==> config.mk <==
export PLATFORM = sky130hd
export DESIGN_NAME = mem_access_ctrl
export DESIGN_NICKNAME = d
export VERILOG_FILES = /design/src/rtl/mem_access_ctrl.sv
export SDC_FILE = /design/constraint.sdc
export NUM_CORES = 1
export LEC_CHECK = 0
export ABC_AREA = 1
export ABC_CLOCK_PERIOD_IN_PS = 1500
export CAP_MARGIN = 20
export CORE_MARGIN = 2
export CORE_UTILIZATION = 25
export CTS_BUF_LIST = sky130_fd_sc_hd__clkbuf_16
export CTS_CLUSTER_DIAMETER = 150
export DETAILED_ROUTE_END_ITERATION = 12
export PLACE_DENSITY = 0.59
export SYNTH_ARGS = -nofsm -noshare
export SYNTH_HDL_FRONTEND = slang
export SYNTH_SLANG_ARGS = --single-unit
export TNS_END_PERCENT = 5
==> constraint.sdc <==
create_clock -name clk -period 1.5 [get_ports clk]
set_input_delay 0.15 -clock clk [delete_from_list [all_inputs] [get_ports clk]]
set_output_delay 0.15 -clock clk [all_outputs]
set_load 0.03 [all_outputs]
==> src/rtl/mem_access_ctrl.sv <==
// Memory transaction sequencer: round-robin arbitration between fetch and data
// requesters, then a MAR/MBR handshake with memory bounded by a ready timeout.
module mem_access_ctrl #(
  parameter int ADDR_W  = 8,
  parameter int TIMEOUT = 15
) (
  input  logic              clk,
  input  logic              rst,
  input  logic              fetch_req,
  input  logic [ADDR_W-1:0] fetch_addr,
  input  logic              data_req,
  input  logic              data_we,
  input  logic [ADDR_W-1:0] data_addr,
  input  logic              mem_ready,
  output logic              fetch_gnt,
  output logic              data_gnt,
  output logic              fetch_done,
  output logic              data_done,
  output logic              err,
  output logic              busy,
  output logic [ADDR_W-1:0] mar_addr,
  output logic              mar_load,
  output logic              mbr_ld_acc,
  output logic              mbr_ld_mem,
  output logic              mem_rd,
  output logic              mem_wr
);

  localparam int CW = (TIMEOUT > 1) ? $clog2(TIMEOUT) : 1;
  localparam logic OWN_FETCH = 1'b0;
  localparam logic OWN_DATA  = 1'b1;

  typedef enum logic [2:0] {
    S_IDLE, S_SETUP, S_ACCESS, S_CAPTURE, S_FINISH, S_ERR
  } state_t;

  state_t            state, state_nxt;
  logic              owner, owner_nxt;
  logic              last_owner, last_owner_nxt;
  logic              we, we_nxt;
  logic [ADDR_W-1:0] addr_nxt;
  logic [CW-1:0]     cnt, cnt_nxt;
  logic              pick_fetch, pick_data;

  // On a tie the requester that did not win last time is served
  assign pick_fetch = fetch_req && (!data_req  || last_owner == OWN_DATA);
  assign pick_data  = data_req  && (!fetch_req || last_owner == OWN_FETCH);

  always_ff @(posedge clk) begin
    if (rst) begin
      state      <= S_IDLE;
      owner      <= OWN_DATA;
      last_owner <= OWN_DATA;
      we         <= 1'b0;
      mar_addr   <= '0;
      cnt        <= '0;
    end else begin
      state      <= state_nxt;
      owner      <= owner_nxt;
      last_owner <= last_owner_nxt;
      we         <= we_nxt;
      mar_addr   <= addr_nxt;
      cnt        <= cnt_nxt;
    end
  end

  always_comb begin
    state_nxt      = state;
    owner_nxt      = owner;
    last_owner_nxt = last_owner;
    we_nxt         = we;
    addr_nxt       = mar_addr;
    cnt_nxt        = cnt;
    fetch_gnt      = 1'b0;
    data_gnt       = 1'b0;
    fetch_done     = 1'b0;
    data_done      = 1'b0;
    err            = 1'b0;
    busy           = (state != S_IDLE);
    mar_load       = 1'b0;
    mbr_ld_acc     = 1'b0;
    mbr_ld_mem     = 1'b0;
    mem_rd         = 1'b0;
    mem_wr         = 1'b0;
    unique case (state)
      S_IDLE: begin
        if (pick_fetch) begin
          owner_nxt      = OWN_FETCH;
          last_owner_nxt = OWN_FETCH;
          we_nxt         = 1'b0;
          addr_nxt       = fetch_addr;
          state_nxt      = S_SETUP;
        end else if (pick_data) begin
          owner_nxt      = OWN_DATA;
          last_owner_nxt = OWN_DATA;
          we_nxt         = data_we;
          addr_nxt       = data_addr;
          state_nxt      = S_SETUP;
        end
      end
      S_SETUP: begin
        fetch_gnt  = (owner == OWN_FETCH);
        data_gnt   = (owner == OWN_DATA);
        mar_load   = 1'b1;
        mbr_ld_acc = we;
        cnt_nxt    = '0;
        state_nxt  = S_ACCESS;
      end
      S_ACCESS: begin
        mem_wr = we;
        mem_rd = !we;
        // A ready arriving in the last allowed cycle still completes
        if (mem_ready)                       state_nxt = we ? S_FINISH : S_CAPTURE;
        else if (cnt == CW'(TIMEOUT - 1))    state_nxt = S_ERR;
        else                                 cnt_nxt   = cnt + CW'(1);
      end
      S_CAPTURE: begin
        mbr_ld_mem = 1'b1;
        state_nxt  = S_FINISH;
      end
      S_FINISH: begin
        fetch_done = (owner == OWN_FETCH);
        data_done  = (owner == OWN_DATA);
        state_nxt  = S_IDLE;
      end
      S_ERR: begin
        err       = 1'b1;
        state_nxt = S_IDLE;
      end
      default: state_nxt = S_IDLE;
    endcase
  end

endmodule

# After elaboration in Yosys (flattened, before gate mapping)
# Index checks and enable logic that the tools add are counted.
# totals
word_cells	56
out_inout_bits	19
ramBits	0
memories	0
latch_bits	0
inputBits	22
reg_bits	17
mem_bits_ro	0
# classes
muxes	25
add_sub_neg	1
order_cmp	0
reduce_logical	14
n_div	0
shifts	0
mul	0
bitwise_logic	1
n_eq_ne	10
# op_table
cell	count
$mux W8	2
$mux W3	5
$mux W1	14
$pmux W3 S4	1
$mux W4	2
$pmux W4 S2	1
$eq A3 B2 Y1 const B	2
$eq A3 B3 Y1 const B	2
$ne A3 B3 Y1 const B	2
$add A4 B1 Y4 const B	1
$eq A4 B4 Y1 const B	1
$ne A2 B2 Y1 const B	2
$reduce_and A2 Y1	2
$reduce_bool A2 Y1	2
$eq A3 B1 Y1 const B	1
$logic_not A1 Y1	3
$logic_not A3 Y1	1
$reduce_and A3 Y1	1
$reduce_bool A3 Y1	1
$logic_and A1 B1 Y1	2
$logic_or A1 B1 Y1	2
$not A1 Y1	1

# Longest topological paths before layout
# logic_depth
depth_word	6
depth_mapped	8
mapped_depth_nobuf	8

# Worst setup path after synthesis
# No wires, ideal clock.
# synth_timing
path_kind	reg2reg
from	register state[0]
to	register state[2]
setup_ps	78
required_time_ps	1422
n_path_buf	0
arrival_ps	1473
synth_period_minus_slack_ps	1551
path_slack_ps	-51
path_stages_with_launch	5
cell_sequence	dfxtp_1 > inv_2 > nor3_1 > nor2_1 > nor3_1
# synth_between
elab_chain_len	3
elab_cells_between_ends	8
classes_between	eq/ne: 5; mux: 1; reduce/logical: 2
# synth_rtl
item	line_no	text
start, declared	37	state_t state, state_nxt;
start signal, assigned	58	state <= state_nxt;
$eq A3 B2 Y1 / $logic_not A3 Y1 (equally long branches)	85	unique case (state)
$ne A3 B3 Y1 (no line)	--	
$reduce_and A2 Y1 (no line)	--	
# Several ways; a longest one is shown, not always the timed one.
# A chain may end at the register's enable or synchronous reset.

# Worst setup path in the final report
# layout_timing
from	register mar_addr[7]
to	output port mar_addr[7]
# layout_rtl
item	line_no	text
start, declared	21	output logic [ADDR_W-1:0] mar_addr,
start signal, assigned	62	mar_addr <= addr_nxt;
# No word-level cell between the ends.

==> flow_metrics.py <==
metrics = {
    "status": {
        "outcome": "completed",
    },
    "sta": {
        "final_max_slew_viol_count": 0,
        "rsz0062_at_grt": "no",
        "worst_slew_margin_rel": 0.788,
        "timing.final.ws_setup_ps": 71.8,
        "worst_clk_skew_ps": 1.61,
        "worst_slew_pin_slew_ps": 317,
        "maxClockFrequency_ghz": 0.700,
        "final-hold-violation-count": 0,
        "fin_setup_tns_ps": 0,
        "count_of_endpoints_failing_setup_in_the_final_report": 0,
        "final.period_utilization": 0.952,
        "min_period_ps": 1430,
    },
    "placed_design": {
        "routability_driven_placement_congestion_ratio": 0.773,
        "hpwlAfterDp_um": 2040,
        "place_worst_setup_slack_ps": 95.9,
        "portBuffers": 40,
    },
    "flow_run": {
        "max_cap_viol_count": 0,
    },
    "global_routing": {
        "grt_overflow_total": 0,
        "grt_antenna_before_repair": 0,
        "pin_count_of_the_biggest_net_entering_global_routing": 12,
        "grt_pass1_wl_um": 4310,
        "via_count_of_the_first_global_routing_pass": 1015,
        "grt_usage": 0.122,
    },
    "yosys": {
        "syn_avg_cell_area_um2": 6.85,
        "asyncSetResetFlopFracSynth": 0,
        "synth.area.top_cells": "sky130_fd_sc_hd__dfxtp_1, sky130_fd_sc_hd__nand2_1, sky130_fd_sc_hd__nand3_1",
        "dominantRegCellSynth": "sky130_fd_sc_hd__dfxtp_1",
        "post_synth_inst_count": 153,
        "synth.ff_latch_count": 17,
        "netlist-cell-type-count": 23,
        "netlist_area_um2": 1050,
        "post-synth-top-area-fraction": 0.325,
        "ys.warnings.count": 0,
        "synth_seq_area_share": 0.325,
        "synth_nets": 177,
        "synth_edf_count": 0,
        "synth_largest_area_cell": "sky130_fd_sc_hd__dfxtp_1",
    },
    "power_and_ir_drop": {
        "max-vdd-ir-drop_mv": 0.434,
        "power_density_nw_per_um2": 1220,
        "combinationalPowerShare": 0.420,
        "power.switching_mw": 0.732,
        "swShare": 0.378,
        "power.sequential.fraction": 0.309,
        "leakagePower_nw": 0.702,
        "p_int_mw": 1.21,
        "power.clock.fraction": 0.271,
    },
    "clock_network": {
        "clkSinkCount": 17,
        "maximum_buffer_depth_of_the_clock_tree": 2,
        "ctsHtreeMaxLevel": 1,
        "cts_tree": "yes",
        "clock-root-buffer": "sky130_fd_sc_hd__clkbuf_16",
        "cts_buffers": 3,
        "worst_setup_hold_path_clk_slew_ps": 50,
        "insertion_delay_of_the_later_clocked_pin_in_the_worst_skew_pair_ps": 240,
        "ctsHoldBuffers": 0,
    },
    "hold_path": {
        "hold_class": "reg -> reg",
        "min_from": "mar_addr[0]",
    },
    "setup_path": {
        "critPathRequiredTime_ps": 1350,
        "timing.critical_path.max_delay_family": "buffers and inverters",
        "timing.critical_path.from": "mar_addr[7]",
        "r2r-start": "cnt[0]",
        "timing.setup.critical_path_class": "reg -> out",
        "path_buf_inv": 1,
        "critical_path.endpoint_type": "primary output",
        "startpoint_type": "flop",
        "crit_path_cell_trace": "clkdlybuf4s50_1",
        "worstPathArrival_ps": 1280,
        "slowest_delay_ps": 680,
        "cp_max_fo": 2,
        "cpMaxStageDelayCell": "sky130_fd_sc_hd__clkdlybuf4s50_1",
    },
    "cells_and_area": {
        "layout.nets": 225,
        "mostFrequentLayoutCells": "sky130_fd_sc_hd__nand2_1, sky130_fd_sc_hd__clkdlybuf4s50_1, sky130_fd_sc_hd__nand3_1",
        "fillCellCount": 434,
        "diode_count": 0,
        "utilization": 0.394,
        "layout.cells.most_common": "sky130_fd_sc_hd__nand2_1",
        "seq_area_um2": 340,
        "areaGrowthSynthToFinish_pct": 51.6,
        "multiInputGateArea_um2": 617,
        "post_route_cells_drive_above_1_share": 0.270,
    },
    "floorplan": {
        "rows": 23,
        "top_level_ports": 41,
        "die_area_um2": 4730,
        "chipHeight_um": 68.8,
        "core_area_um2": 4030,
        "initial_core_util": 0.260,
        "overall_die_width_um": 68.8,
    },
    "drt": {
        "dr_vias": 1093,
        "dr.pass1.iters": 4,
        "drc_marker_count_from_the_first_detailed_route_iteration": 47,
        "drtAntennaViolNets": 0,
        "avgViaCountPerCell": 4.37,
        "remaining_drc_errors": 0,
        "postRouteWirelength_um": 2650,
        "post_drt_wl_per_cell_um": 10.6,
    },
}
-- cells by family after synthesis --
kind of cell | Yosys count | synth area share
compound gates | 18 | 0.124
fa+ha+maj | 2 | 0.0239
buf+inv | 21 | 0.0919
flops | 17 | 0.325
simple gates | 95 | 0.436
-- path summary, 6_finish.rpt --
check / end / slack [ps] / cells after the start
worst min-delay path: mar_addr[0] / 480 / 2
worst max register to register: cnt[3] / 190 / 8
worst max-delay path: mar_addr[7] / 70 / 1
worst min register to register: mar_addr[0] / 480 / 2
-- power by group through the flow --
| stage | clock [mW] | combinational, mW | sequential [mW] |
|---|---|---|---|
| 6_report | 0.526 | 0.814 | 0.598 |
| 5_1_grt | 0.568 | 0.894 | 0.608 |
| 4_1_cts | 0.544 | 0.811 | 0.598 |
| 3_5_place_dp | 0 | 0.814 | 0.606 |
| 3_3_place_gp | 0 | 0.811 | 0.609 |
| 2_1_floorplan | 0 | 0.511 | 0.660 |
-- tightest hold or removal path, delay by kind of cell (launching register included) --
kind             cells  cell delay [ps]
flip-flops           1              310
AND/OR/NAND/NOR      1               80
AO/OA/AOI/OAI        1               50
-- stage by stage --
stage	total power [mW]	hold slack (ps)	area, um2	cells
3_5_place_dp	1.42	472	1500	244
2_1_floorplan	1.17	212	1050	153
3_3_place_gp	1.42	478	1500	244
4_1_cts	1.95	481	1570	248
6_report	1.94	479	1590	250
5_1_grt	2.07	503	1590	250
-- final cells by class --
cell class                      count  area share
Timing Repair Buffer               46       0.264
Clock inverter                      1     0.00315
Sequential cell                    17       0.214
Clock buffer                        3      0.0472
Multi-Input combinational cell    115       0.388
Inverter                           18      0.0441
Tap cell                           50      0.0394
-- metal layers --
layer | up-vias | wire (um) | track usage
li1 | 584 | - | -
met2 | 27 | 1220 | 0.191
met1 | 480 | 1240 | 0.156
met3 | 2 | 171 | 0.0341
met4 | 0 | 18 | 0.0515
met5 | - | 0 | 0
-- flip-flops by register name (all words and copies together) (netlist names) --
| name | cells |
|---|---|
| cnt | 4 |
| last_owner | 1 |
| mar_addr | 8 |
| state | 3 |
| we | 1 |
-- timing repair --
action / in CTS / in global routing
pin swaps: 0 / 1
endpoints found under the setup margin: 1 / 2
setup buffers: 0 / 2
gates resized for setup: 1 / 0
-- Yosys cell counts, types with 2 or more instances --
master / n
sky130_fd_sc_hd__nand2_1: 40
sky130_fd_sc_hd__nand3_1: 19
sky130_fd_sc_hd__dfxtp_1: 17
sky130_fd_sc_hd__nand2_2: 13
sky130_fd_sc_hd__nor2_1: 13
sky130_fd_sc_hd__inv_1: 12
sky130_fd_sc_hd__a21oi_2: 8
sky130_fd_sc_hd__a21oi_1: 7
sky130_fd_sc_hd__inv_2: 5
sky130_fd_sc_hd__nor3_1: 4
sky130_fd_sc_hd__ha_1: 2
sky130_fd_sc_hd__nor2_4: 2
Power figures use the tool's default switching activity.
